--- src/rtl/param_timer_pkg.sv ---
// Shared definitions for the interval timer and its prescaler.
package param_timer_pkg;

  // Codes used to address the time-parameter store.
  localparam logic [1:0] T_ARM_DELAY       = 2'b00;
  localparam logic [1:0] T_DRIVER_DELAY    = 2'b01;
  localparam logic [1:0] T_PASSENGER_DELAY = 2'b10;
  localparam logic [1:0] T_ALARM_ON        = 2'b11;

  localparam int unsigned DefaultClkFreq = 100_000_000;

  typedef enum logic [1:0] {
    StIdle  = 2'b00,
    StLoad  = 2'b01,
    StCount = 2'b10,
    StDone  = 2'b11
  } timer_state_e;

endpackage

--- src/rtl/param_timer_tick_gen.sv ---
// Free-running prescaler: one-cycle tick every CLK_FREQ enabled cycles.
module tick_gen
  import param_timer_pkg::*;
#(
  parameter int unsigned CLK_FREQ = DefaultClkFreq,
  parameter int unsigned CNT_W    = 27
) (
  input  logic clock,
  input  logic reset,
  input  logic clear,
  input  logic enable,
  output logic tick
);

  localparam logic [CNT_W-1:0] Term = CNT_W'(CLK_FREQ - 1);

  logic [CNT_W-1:0] cnt_q;

  // Clear dominates enable so a cleared cycle never produces a tick.
  assign tick = enable && !clear && (cnt_q == Term);

  // Prescaler register: clear, then wrap at terminal count, else increment.
  always_ff @(posedge clock or posedge reset) begin
    if (reset) begin
      cnt_q <= '0;
    end else if (clear) begin
      cnt_q <= '0;
    end else if (enable) begin
      cnt_q <= tick ? '0 : cnt_q + CNT_W'(1);
    end
  end

endmodule

--- src/rtl/param_timer.sv ---
// Interval timer: reads a seconds value from the parameter store, counts it
// down at 1 Hz and pulses expired for one cycle when it reaches zero.
module param_timer
  import param_timer_pkg::*;
#(
  parameter int unsigned CLK_FREQ = DefaultClkFreq,
  parameter int unsigned PRESC_W  = 27
) (
  input  logic       clock,
  input  logic       reset,
  input  logic       start_timer,
  input  logic [1:0] interval,
  input  logic       abort,
  output logic [1:0] param_sel,
  input  logic [3:0] param_value,
  output logic       busy,
  output logic [3:0] remaining,
  output logic       expired
);

  timer_state_e state_q, state_d;
  logic [1:0]   param_sel_q, param_sel_d;
  logic [3:0]   remaining_q, remaining_d;
  logic         busy_q, expired_q;
  logic         tick, presc_clear, presc_en;

  // Prescaler only runs in COUNT; any abort or restart resets its phase.
  assign presc_en    = (state_q == StCount);
  assign presc_clear = (state_q != StCount) || abort || start_timer;

  tick_gen #(
    .CLK_FREQ (CLK_FREQ),
    .CNT_W    (PRESC_W)
  ) u_tick_gen (
    .clock  (clock),
    .reset  (reset),
    .clear  (presc_clear),
    .enable (presc_en),
    .tick   (tick)
  );

  // Next-state logic; abort beats start, start beats normal progress.
  always_comb begin
    state_d     = state_q;
    param_sel_d = param_sel_q;
    remaining_d = remaining_q;
    unique case (state_q)
      StIdle: begin
        if (start_timer && !abort) begin
          param_sel_d = interval;
          state_d     = StLoad;
        end
      end
      StLoad: begin
        if (abort) begin
          remaining_d = '0;
          state_d     = StIdle;
        end else if (start_timer) begin
          param_sel_d = interval;
          remaining_d = '0;
          state_d     = StLoad;
        end else begin
          remaining_d = param_value;
          state_d     = (param_value == 4'd0) ? StDone : StCount;
        end
      end
      StCount: begin
        if (abort) begin
          remaining_d = '0;
          state_d     = StIdle;
        end else if (start_timer) begin
          param_sel_d = interval;
          remaining_d = '0;
          state_d     = StLoad;
        end else if (tick && remaining_q != 4'd0) begin
          remaining_d = remaining_q - 4'd1;
          if (remaining_q == 4'd1) begin
            state_d = StDone;
          end
        end
      end
      StDone: begin
        remaining_d = '0;
        if (start_timer && !abort) begin
          param_sel_d = interval;
          state_d     = StLoad;
        end else begin
          state_d = StIdle;
        end
      end
      default: state_d = StIdle;
    endcase
  end

  // State and output registers; outputs are decoded from the next state.
  always_ff @(posedge clock or posedge reset) begin
    if (reset) begin
      state_q     <= StIdle;
      param_sel_q <= '0;
      remaining_q <= '0;
      busy_q      <= 1'b0;
      expired_q   <= 1'b0;
    end else begin
      state_q     <= state_d;
      param_sel_q <= param_sel_d;
      remaining_q <= remaining_d;
      busy_q      <= (state_d == StLoad) || (state_d == StCount);
      expired_q   <= (state_d == StDone);
    end
  end

  assign param_sel = param_sel_q;
  assign remaining = remaining_q;
  assign busy      = busy_q;
  assign expired   = expired_q;

endmodule
--- config.mk ---
export PLATFORM = sky130hd
export DESIGN_NAME = param_timer
export DESIGN_NICKNAME = d
export VERILOG_FILES = /design/src/rtl/param_timer_pkg.sv /design/src/rtl/param_timer_tick_gen.sv /design/src/rtl/param_timer.sv
export SDC_FILE = /design/constraint.sdc
export NUM_CORES = 1
export LEC_CHECK = 0
export CORE_MARGIN = 2
export CORE_UTILIZATION = 25
export DETAILED_ROUTE_END_ITERATION = 8
export MAX_ROUTING_LAYER = met4
export SLEW_MARGIN = 20
export SYNTH_ARGS = -nofsm -noshare
export SYNTH_HDL_FRONTEND = slang
export SYNTH_SLANG_ARGS = --single-unit
--- constraint.sdc ---
create_clock -name clock -period 4.07 [get_ports clock]
set_input_delay 0.814 -clock clock [delete_from_list [all_inputs] [get_ports clock]]
set_output_delay 0.814 -clock clock [all_outputs]
set_load 0.01 [all_outputs]
==> results.yml <==
min_path:
  hold_path_class: "register to register"
final_layout:
  drive_gt1_share_pct: 8.86
  diodes: 0
  fillers: 868
  seq_area_um2: 926
  multi_input_area_mm2: 0.00105
  num-nets-final: 254
  syn2layout_area_growth_pct: 19.6
sta:
  rsz0062_at_grt: "no"
  tns_ns: 0
  post-route-min-period_ns: 2.84
  slew_viol_final: 0
  clock_skew_ns: 0.0101
  max_freq_mhz: 352
  setup_viol: 0
  fin_crit_sh_pct: 69.8
  tightestPinTransition_ns: 0.913
  hold_viol: 0
  max_slew_margin_pct: 39.0
grt:
  grt_overflow: 0
  grt_max_degree: 30
  antenna_found_initial: 0
  grt_pass1_wl_um: 6870
  grt_pass1_vias: 1510
  grt_usage_pct: 9.98
floorplan:
  ios: 18
  die_y_um: 94.5
  initial_utilization_pct: 25.3
  dieArea_mm2: 0.00893
  core-area_mm2: 0.00809
  dieWidth_um: 94.5
  rows: 33
synth:
  synth_top_family_by_area: "simple AND/OR/NAND/NOR gates"
  synth.distinct_cells: 43
  seq_area_frac_synth_pct: 45.2
  yosysWarnings: 0
  syn_area_per_cell_um2: 9.53
  synth_compound_area_share_pct: 8.06
  synthArstFlopShare_pct: 100
  synth_flop_cell: "dfrtp_1"
  synthMuxAreaShare_pct: 2.08
  synth-edff-count: 0
  synth_simple_gate_area_share_pct: 26.6
  synthAdderAreaFrac_pct: 4.89
  yosys.area_share.xor_xnor_pct: 9.84
  syn_nets: 233
  netlist_area_mm2: 0.00205
  syn_inst: 215
  synth-seq-cells: 37
routing:
  vias: 1583
  drt-total-wl_um: 4120
  firstDrtPassIters: 4
  ant_nets: 0
  drc_errors: 0
  detail_route.wl_per_cell_um: 12.0
  drt_iter0_drc: 42
  viasPerCell: 4.63
clock_network:
  clock_path_buffers: 2
  cts-htree-levels: 2
  cts_tree: "built"
  hold_buffers: 0
  clk_latency_ns: 0.30
  cts.sinks: 37
  cts_resized: 0
  postCtsSetupBuffers: 0
  cts_root_buffer: "clkbuf_8"
  cts_inserted_buffers: 5
  clk_pin_slew_ns: 0.08
place:
  gp_congestion: 0.782
  port_buffers: 17
  hpwl_um: 2910
worst_setup_path:
  cp-startpoint: "start_timer"
  rr_worst_depth: 8
  endpoint: "busy"
  cp-start-kind: "primary input"
  slowest_stage: "clkdlybuf4s50_1"
  cp.arrival_ns: 3.03
  worstSetupPathType: "primary input to register"
  crit_required_ns: 4.26
  critPathMaxStageDelay_ns: 0.49
  critical_path.top_delay_family: "simple AND/OR/NAND/NOR gates"
  cp.depth: 6
  r2r-start: "state_q[0]"
  worstPathCellList: "clkdlybuf4s50_1 > nor3_2 > nand3_1 > or2_2 > o41ai_1 > ha_1"
  crit_path_end_kind: "register"
  r2r_slack_ns: 1.44
  path_buf_inv: 1
  r2r-end: "busy"
  cp_max_fo: 9
power_and_ir_drop:
  design_power_total_w: 0.000977
  power_density_mw_per_mm2: 399
  vdd_drop_max_mv: 0.138
  p_leak_nw: 0.931
job:
  max_cap_violations: 0
status:
  status: "finished, final reports clean"
-- report_power, final --
part / switching (W) / internal, W / total (W)
clock: 0.000139 / 0.000183 / 0.000322
combinational: 0.000120 / 0.000111 / 0.000232
sequential: 0.0000280 / 0.000395 / 0.000423
-- cell usage in the layout (no fill, tap or decap), drive strengths merged, types with 2 or more instances in the layout --
cell type | Yosys | routed
or4 | 2 | 2
o21ai | 8 | 8
nor2 | 33 | 33
xnor2 | 13 | 13
ha | 8 | 8
nor4 | 5 | 5
a21oi | 9 | 9
clkbuf | 3 | 5
nand2 | 10 | 10
and3 | 5 | 5
mux2i | 2 | 2
dfrtp | 37 | 37
xor2 | 10 | 10
nor2b | 2 | 2
mux2 | 2 | 2
clkdlybuf4s50 | 0 | 17
inv | 12 | 12
nor3 | 9 | 9
a31oi | 2 | 2
and4 | 2 | 2
or3 | 3 | 3
nand3 | 13 | 13
and2 | 4 | 4
nand4 | 6 | 6
-- routing by layer --
layer  vias up  global-route usage [%]  share of wire (%)
li1        792                       -                  -
met1       764                    12.9                 49
met2        20                    15.1                 47
met3         7                    2.95                3.5
met4         0                    3.14               0.73
met5         -                       -                  0
-- synth_stat cells, types with 4 or more instances --
cell,count,share of area [%]
nand3_1,13,3.2
xor2_1,10,4.3
nor2_1,33,6.0
and2_1,4,1.2
inv_1,12,2.2
dfrtp_1,37,45
xnor2_1,13,5.6
nand2_1,10,1.8
nor4_1,4,1.2
o21ai_0,8,2.0
nor3_1,8,2.0
ha_1,8,4.9
a21oi_1,9,2.2
nand4_1,5,1.5
and3_1,4,1.2
-- per-stage QoR --
| stage | utilization, % | instance area, µm² | hold WS [ns] | cells | setup slack, ns |
|---|---|---|---|---|---|
| after global routing | 30.3 | 2450 | 0.521 | 342 | 1.03 |
| after CTS | 30.3 | 2450 | 0.514 | 342 | 1.22 |
| after floorplan | - | 2050 | 0.473 | 215 | 1.74 |
| final | 30.3 | 2450 | 0.511 | 342 | 1.23 |
| after detailed placement | 28.8 | 2330 | 0.496 | 334 | 0.907 |
| after global placement | 28.8 | 2330 | 0.491 | 334 | 0.971 |
-- worst reg2reg max path, cell delays in order (launching register included) --
cell and delay (ns):
dfrtp_1 0.43, inv_1 0.09, ha_1 0.22, inv_1 0.08
nor3_2 0.45, nand3_1 0.24, or2_2 0.32, o41ai_1 0.38
ha_1 0.31
-- registers in the layout (all words and copies together), names as in the netlist --
signal            flops
expired               1
state_q               2
param_sel             2
u_tick_gen.cnt_q     27
remaining             4
busy                  1
-- worst min path at each step --
stage	from	to	slack, ns	cells past startpoint
global placement	param_sel[0]	param_sel[0]	0.49	1
global route	param_sel[1]	param_sel[1]	0.52	1
floorplan	u_tick_gen.cnt_q[0]	u_tick_gen.cnt_q[0]	0.47	1
detailed placement	param_sel[1]	param_sel[1]	0.50	1
CTS	param_sel[1]	param_sel[1]	0.51	1
finish	param_sel[1]	param_sel[1]	0.51	1
-- layout make-up --
type	instances	area share [%]
clock inverter	3	1.89
multi-input combinational	162	43.1
sequential	37	37.8
inverter	12	1.84
tap	105	5.36
timing repair buffer	18	7.25
clock buffer	5	2.81
-- kinds of logic after synthesis --
kind of cell	after synthesis
and+or+nand+nor	100
DFF	37
AOI/OAI and AO/OA	27
xor gates and xnor gates	23
buffers and inverters	16
adders and majority gates	8
muxes	4
Note: power is estimated with default switching activity, not from simulation.
